File: config.mk
export PLATFORM = sky130hd
export DESIGN_NAME = conv_layer_sequencer
export DESIGN_NICKNAME = d
export VERILOG_FILES = /design/src/rtl/conv_layer_sequencer.sv
export SDC_FILE = /design/constraint.sdc
export NUM_CORES = 1
export LEC_CHECK = 0
export ABC_AREA = 0
export CORE_UTILIZATION = 25
export DETAILED_ROUTE_END_ITERATION = 8
export GPL_TIMING_DRIVEN = 1
export RECOVER_POWER = 25
export SYNTH_ARGS = -nofsm -noshare
export SYNTH_HDL_FRONTEND = slang
export SYNTH_SLANG_ARGS = --single-unit
File: constraint.sdc
create_clock -name clk -period 4.7 [get_ports clk]
set_input_delay 0.705 -clock clk [delete_from_list [all_inputs] [get_ports clk]]
set_output_delay 0.705 -clock clk [all_outputs]
set_load 0.1 [all_outputs]
File: src/rtl/conv_layer_sequencer.sv
// Convolution layer sequencer: walks tiles x kernels x channel groups,
// issuing DRAM refills, PE weight-row loads, bias fetches and accumulate phases.
module conv_layer_sequencer #(
  parameter int unsigned CH_W     = 6,
  parameter int unsigned KER_W    = 13,
  parameter int unsigned TILE_W   = 9,
  parameter int unsigned WADDR_W  = 13,
  parameter int unsigned LOAD_CYC = 3
) (
  input  logic                clk,
  input  logic                rst_n,
  input  logic                start,
  input  logic [CH_W-1:0]     cfg_max_ch,
  input  logic [KER_W-1:0]    cfg_max_ker,
  input  logic [TILE_W-1:0]   cfg_max_tile,
  input  logic [KER_W-1:0]    cfg_ker_per_buf,
  input  logic [TILE_W-1:0]   cfg_tile_per_buf,
  input  logic                dram_done,
  input  logic                acc_done,
  input  logic                out_ready,
  output logic                dram_req,
  output logic                accum_en,
  output logic                busy,
  output logic                layer_done,
  output logic [LOAD_CYC-1:0] ker_load,
  output logic [WADDR_W-1:0]  w_addr,
  output logic                w_en,
  output logic [KER_W-1:0]    bias_addr,
  output logic                bias_en,
  output logic [KER_W-1:0]    ker_idx,
  output logic [TILE_W-1:0]   tile_idx,
  output logic                ker_change,
  output logic                tile_change
);

  localparam int unsigned LC_W = $clog2(LOAD_CYC + 1);
  localparam logic [LOAD_CYC-1:0] KL_MSB = LOAD_CYC'(1) << (LOAD_CYC - 1);

  typedef enum logic [2:0] {
    S_IDLE, S_DRAM, S_LOAD, S_ACCUM, S_KER_END, S_TILE_END, S_DONE
  } state_t;

  state_t              state, state_nxt;
  logic [CH_W-1:0]     cfg_ch, ch;
  logic [KER_W-1:0]    cfg_ker, cfg_kpb, kcnt;
  logic [TILE_W-1:0]   cfg_tile, cfg_tpb, tcnt;
  logic [LC_W-1:0]     lcnt;
  logic                end_seen;
  logic                last_ch, last_ker, last_tile, kbuf_full, refetch, load_last;

  // Loop-boundary decodes against the latched layer configuration
  assign last_ch   = (ch == cfg_ch - CH_W'(1));
  assign last_ker  = (ker_idx == cfg_ker - KER_W'(1));
  assign last_tile = (tile_idx == cfg_tile - TILE_W'(1));
  assign kbuf_full = (kcnt == cfg_kpb - KER_W'(1));
  assign refetch   = (tcnt == cfg_tpb - TILE_W'(1)) || (cfg_ker > cfg_kpb);
  assign load_last = (lcnt == LC_W'(LOAD_CYC));

  // State register
  always_ff @(posedge clk or negedge rst_n) begin
    if (!rst_n) state <= S_IDLE;
    else        state <= state_nxt;
  end

  // Next-state logic; end states re-entered while waiting only watch out_ready
  always_comb begin
    state_nxt = state;
    case (state)
      S_IDLE:  if (start) state_nxt = S_DRAM;
      S_DRAM:  if (dram_done) state_nxt = S_LOAD;
      S_LOAD:  if (load_last) state_nxt = S_ACCUM;
      S_ACCUM: if (acc_done) state_nxt = last_ch ? S_KER_END : S_LOAD;
      S_KER_END: begin
        if (end_seen) begin
          if (out_ready) state_nxt = S_DRAM;
        end else if (last_ker) begin
          state_nxt = S_TILE_END;
        end else if (kbuf_full) begin
          if (out_ready) state_nxt = S_DRAM;
        end else begin
          state_nxt = S_LOAD;
        end
      end
      S_TILE_END: begin
        if (end_seen) begin
          if (out_ready) state_nxt = S_DRAM;
        end else if (last_tile) begin
          state_nxt = S_DONE;
        end else if (refetch) begin
          if (out_ready) state_nxt = S_DRAM;
        end else begin
          state_nxt = S_LOAD;
        end
      end
      S_DONE:  state_nxt = S_IDLE;
      default: state_nxt = S_IDLE;
    endcase
  end

  // Output decode from current state and load-phase position
  always_comb begin
    dram_req    = 1'b0;
    accum_en    = 1'b0;
    layer_done  = 1'b0;
    w_en        = 1'b0;
    bias_en     = 1'b0;
    ker_change  = 1'b0;
    tile_change = 1'b0;
    busy        = (state != S_IDLE);
    bias_addr   = ker_idx;
    case (state)
      S_DRAM:     dram_req    = 1'b1;
      S_LOAD: begin
        w_en    = (lcnt < LC_W'(LOAD_CYC));
        bias_en = (lcnt == '0) && (ch == '0);
      end
      S_ACCUM:    accum_en    = 1'b1;
      S_KER_END:  ker_change  = !end_seen;
      S_TILE_END: tile_change = !end_seen;
      S_DONE:     layer_done  = 1'b1;
      default: ;
    endcase
  end

  // Loop counters, weight address, row-load strobe and config capture
  always_ff @(posedge clk or negedge rst_n) begin
    if (!rst_n) begin
      cfg_ch   <= '0;
      cfg_ker  <= '0;
      cfg_tile <= '0;
      cfg_kpb  <= '0;
      cfg_tpb  <= '0;
      ch       <= '0;
      ker_idx  <= '0;
      tile_idx <= '0;
      kcnt     <= '0;
      tcnt     <= '0;
      w_addr   <= '0;
      lcnt     <= '0;
      ker_load <= '0;
      end_seen <= 1'b0;
    end else begin
      case (state)
        S_IDLE: if (start) begin
          cfg_ch   <= (cfg_max_ch == '0)       ? CH_W'(1)   : cfg_max_ch;
          cfg_ker  <= (cfg_max_ker == '0)      ? KER_W'(1)  : cfg_max_ker;
          cfg_tile <= (cfg_max_tile == '0)     ? TILE_W'(1) : cfg_max_tile;
          cfg_kpb  <= (cfg_ker_per_buf == '0)  ? KER_W'(1)  : cfg_ker_per_buf;
          cfg_tpb  <= (cfg_tile_per_buf == '0) ? TILE_W'(1) : cfg_tile_per_buf;
          ch       <= '0;
          ker_idx  <= '0;
          tile_idx <= '0;
          kcnt     <= '0;
          tcnt     <= '0;
        end
        S_LOAD: if (w_en) w_addr <= w_addr + WADDR_W'(1);
        S_ACCUM: if (acc_done && !last_ch) ch <= ch + CH_W'(1);
        S_KER_END: if (!end_seen) begin
          ch <= '0;
          if (!last_ker) begin
            ker_idx <= ker_idx + KER_W'(1);
            kcnt    <= kbuf_full ? '0 : kcnt + KER_W'(1);
          end
        end
        S_TILE_END: if (!end_seen) begin
          ker_idx <= '0;
          kcnt    <= '0;
          if (!last_tile) begin
            tile_idx <= tile_idx + TILE_W'(1);
            if (refetch) begin
              tcnt <= '0;
            end else begin
              tcnt   <= tcnt + TILE_W'(1);
              w_addr <= '0;
            end
          end
        end
        default: ;
      endcase
      if (state_nxt == S_DRAM && state != S_DRAM) w_addr <= '0;
      lcnt     <= (state == S_LOAD && state_nxt == S_LOAD) ? lcnt + LC_W'(1) : '0;
      ker_load <= w_en ? ((lcnt == '0) ? KL_MSB : (ker_load >> 1)) : '0;
      end_seen <= (state == S_KER_END || state == S_TILE_END) && (state_nxt == state);
    end
  end

endmodule

After elaboration in Yosys (flattened, before gate mapping)
Cells that the tools add are included.
Storage, ports and cells
  register bits after elaboration: 122
  input port bits: 56
  word-level logic and storage cells: 137
Operators by class
  add/sub/neg operators: 12
  order comparisons: 2
  equality and inequality tests: 26
  multiplexer cells: 55
  reductions and logical operators: 27
Operator list (number)
  13-bit two-way mux: 14
  13-bit one-hot mux with 3 select lines: 2
  9-bit two-way mux: 8
  3-bit two-way mux: 14
  13-bit by 1-bit adder with 13-bit output (second input constant): 3
  9-bit one-hot mux with 2 select lines: 2
  13-bit equality test: 2
  13-bit logical NOT: 2
  13-bit one-hot mux with 2 select lines: 1
  13-bit by 1-bit subtractor with 13-bit output (second input constant): 2
  6-bit two-way mux: 4
  9-bit by 1-bit adder with 9-bit output (second input constant): 2
  9-bit equality test: 2
  9-bit logical NOT: 2
  3-bit one-hot mux with 6 select lines: 1
  6-bit one-hot mux with 3 select lines: 1
  9-bit by 1-bit subtractor with 9-bit output (second input constant): 2
  13-bit greater-than comparator: 1
  6-bit logical NOT: 2
  2-bit inequality test (second input constant): 6
  3-bit inequality test (second input constant): 4
  3-bit nonzero test: 4
  5-bit AND reduction: 2
  3-bit by 2-bit equality test with 1-bit output (second input constant): 3
  other kinds (20): 36

Logic depth before layout (Yosys ltp)
  depth in word-level cells: 11
  mapped depth: 14
  depth with buffers taken out: 11

Worst setup path after synthesis
No wires, ideal clock.
  kind: flip-flop to flip-flop
  start: reg ker_idx[8], in the netlist bias_addr[8]
  end: reg ker_idx[7], in the netlist bias_addr[7]
  arrival: 3.062 ns
  required time: 4.572 ns
  path slack: 1.510 ns
  cell stages (with the launch flop): 11
  buffers on the path: 1
  period minus slack after synthesis: 3.190 ns
  cell sequence: dfrtp_1 -> xnor2_1 -> or3_1 -> o22ai_1 -> a2bb2oi_1 -> nand4_1 -> o41a_1 -> buf_4 -> nand4_1 -> nor2_1 -> mux2_1
Between the ends
  word-level cells in the longest chain between the ends: 3
Ends and longest elaborated chain
  start: declaration: RTL line 30  | output logic [KER_W-1:0] ker_idx,
  start signal: assignment: RTL line 161  | ker_idx <= ker_idx + KER_W'(1);
  13-bit equality test: RTL line 53  | assign last_ker = (ker_idx == cfg_ker - KER_W'(1));
  2-bit inequality test (no source line)
  5-bit AND reduction (no source line)
Every way passes these cells.
A chain may end at the register's enable or synchronous reset.

Worst setup path after layout
  start: reg state[0]
  end: out ker_change
Between the ends
  word-level cells in the longest chain between the ends: 2
Ends and longest elaborated chain
  start: declaration: RTL line 43  | state_t state, state_nxt;
  start signal: assignment: RTL line 62  | else state <= state_nxt;
  3-bit equality test: RTL line 111  | case (state)
  1-bit two-way mux: RTL line 111
  end: declaration: RTL line 32  | output logic ker_change,
Every way passes these cells.

==> summary.txt <==
Met1 Routed Length: 10.1 mm
DR WL met2: 10.4 mm
Mapped Cells: 934
Worst skew pair latency: 0.43 ns
Worst setup EP type: output pin
Clock Power Share: 22.3%
Slew @ Worst Pin: 3.05 ns
Synth top area share: 38.5%
Switching share of power: 45.9%
Most frequent CP cell: nor2_1
Final setup vio count: 0
Flops & latches, synth: 122
Postcts setup bufs: 0
Buf/Inv on CP: 1
Highest Signal Layer: met4
Largest area contributor in the netlist: dfrtp_1
I/O Pins: 115
CTS resizes: 0
Layout cells sized above 1: 6.19%
Multi-input logic area: 4460 um2
Syn_nets: 1017
Final nets: 1104
Psw: 2.62 mW
Hold_buf cts: 0
Dpl cell area: 9360 um2
Flop pwr share: 31.8%
Total routed wirelength: 22.1 mm
Fin crit period: 3.63 ns
Clock root buffer: clkbuf_16
Reg2reg setup slack: 1.15 ns
Top cells by count, synth: nand2_1 (153), dfrtp_1 (122), o21ai_0 (68), nor2_1 (65), xnor2_1 (41)
FMAX: 0.275 GHz
Status: complete, but fails checks
HP Start: lcnt[0]$_DFF_PN0_
Max Slew Vio Count: 55
Count of input and output buffers: 114
Clk buf depth: 2
Placed Cells: 1398
Global router's overall resource usage: 14.0%
Initial antenna violation count: 0
Vias in the first global route: 6842
Initial DRC count: 418
DR vias: 7004
Crit path DAT: 2.92 ns
Crit path max-delay cell type: clkdlybuf4s50_1
Initial Utilization: 25.7%
Area Overhead vs Synth: 25.2%
Die W: 180 um
Die area: 32400 um2
Ys async rst share: 100%
Cell area after layout: 9930 um2
Yosys cell types: 77
Dpl hpwl: 16.4 mm
Largest net degree at the start of global routing: 73
Clk pin slew, worst setup/hold paths: 0.06 ns
Failing checks: capacitance limit, slew limit
Cell family with most CP delay: buffers and inverters
Placer Congestion: 0.893
Internal power: 3.09 mW
Core ar.: 30900 um2
Final Hold Viols: 0
ANT cells: 0
Count leader, synth: nand2_1
ANT nets after route: 0
VDD IR-drop max: 0.524 mV
Synthesized area: 7930 um2
CTS buffer count: 17
Via density: 4.90
WL/cell: 15.4 um
First-pass GRT wire length: 36.3 mm
CTS tree: yes
DRC Markers: 0
Period utilisation layout: 77.2%
Fin Hold WS: 0.464 ns
Post-Syn Area per Cell: 8.49 um2
Crit path from: state[0]$_DFF_PN0_
Number of max-cap violations: 1
# fillers: 3218
Relative slew margins: -104%
Overflow after GRT: 0
Final Power: 5.71 mW
Final Skew: 0.0111 ns
Main synth FF type: dfrtp_1
Power Density: 575 nW/um2
Critical Setup Path Class: flip-flop to output pin
Layout Cells excl Fill: 1430
Yosys warning total: 0
EDFF count, synth: 0
Site Rows: 64
Max FO, Critical Path: 15
Met3 WL: 969 um
Logic gate share of total power: 45.9%
Die height: 180 um
Worst-path cell chain: nor2_1 -> nand2_1 -> nor2_1 -> clkdlybuf4s50_1
Register area share after synthesis: 38.5%
Worst EP required: 3.99 ns
Crit start category: flip-flop
TritonRoute pass-1 iters: 4
FF+latch area: 3050 um2
LEAKAGE: 4.16 nW
Reg-to-Reg Start: cfg_ker[0]$_DFFE_PN0P_
Post-route setup TNS: 0 ns
CTS HTree Levels: 4
Sinks on Clock Net: 122
Area contributors post-synth: dfrtp_1 (38%), nand2_1 (7.2%), xnor2_1 (4.5%)
Hold WC Path Type: flip-flop to flip-flop
Worst stage delay on the critical path: 1.21 ns
Unrepaired setup endpoints after global routing: false
==> per-stage QoR <==
stage,worst slack (ns),utilization (%)
floorplan,1.51,-
global placement,1.23,30.3
detailed placement,1.21,30.3
CTS,1.05,32.1
global route,0.552,32.1
finish,1.07,32.1
==> power groups by stage <==
stage               combinational [mW]  clock [mW]  sequential (mW)
floorplan                         1.78           0             1.97
global placement                  2.58           0             1.82
detailed placement                2.63           0             1.82
CTS                               2.64        1.30             1.81
global route                      2.89        1.35             1.88
finish                            2.62        1.27             1.82
==> registers in the layout (all words and copies together), names as in the netlist <==
name	count
cfg_ker	13
tile_idx	9
w_addr	13
tcnt	9
state	3
end_seen	1
ker_load	3
cfg_tile	9
kcnt	13
ch	6
cfg_ch	6
cfg_tpb	9
lcnt	2
cfg_kpb	13
bias_addr	13
==> cells by family after synthesis <==
group	synth area share, %
multiplexers	0.805
XOR/XNOR	8.83
AO/OA/AOI/OAI	15.1
AND/OR/NAND/NOR	27.1
adder cells (fa/ha/maj)	4.39
flip-flops	38.5
buffers and inverters	5.30
==> metal layers <==
| layer | global-route usage, % | vias to the layer above |
|---|---|---|
| met5 | 0 | - |
| met4 | 5.61 | 0 |
| met3 | 3.01 | 32 |
| met2 | 22.9 | 170 |
| met1 | 17.8 | 3353 |
| li1 | - | 3449 |
==> layout by cell type (no fill, tap or decap), types with 3 or more instances in the layout <==
cell             netlist  final
a211oi_1               7      7
a21boi_0               3      3
a21oi_1               35     35
a311oi_1               3      3
a31o_1                10     10
a31oi_1                8      8
and2_1                 4      4
and3_1                24     24
buf_4                 15      9
clkbuf_16              0     17
clkdlybuf4s50_1        0    112
clkinv_2               0      3
clkinv_4               0      4
clkinvlp_4             0      3
dfrtp_1              122    122
ha_1                  27     27
inv_1                 39     39
mux2i_1                3      3
nand2_1              153    153
nand2b_1              17     17
nand3_1               33     33
nand4_1               21     21
nor2_1                65     65
nor2b_1               13     13
nor3_1                22     21
nor3b_1                7      7
nor4_1                21     21
nor4_2                 3      3
o211ai_1               3      3
o21ai_0               68     68
o22ai_1                3      3
o31ai_1                8      8
or3_1                 16     16
or4_1                  4      4
xnor2_1               41     41
xor2_1                39     39
==> area by class of cell <==
type                       instances  area share [%]
clock buffer                      19            4.56
timing repair buffer             123            12.1
clock inverter                    13            1.21
sequential                       122            30.7
tap                              396            4.99
multi-input combinational        718            45.0
inverter                          39            1.47
==> path summary, 6_finish.rpt <==
| kind | depth (start not counted) | end |
|---|---|---|
| worst min register to register | 1 | lcnt[0]$_DFF_PN0_ |
| min in group asynchronous | 1 | bias_addr[9]$_DFFE_PN0P_ |
| max in group asynchronous | 2 | cfg_tpb[2]$_DFFE_PN0P_ |
| worst max register to register | 11 | kcnt[12]$_DFFE_PN0P_ |
| worst max-delay path | 4 | ker_change |
| worst min-delay path | 1 | lcnt[0]$_DFF_PN0_ |
No activity file was read; power rests on OpenSTA's default activity.
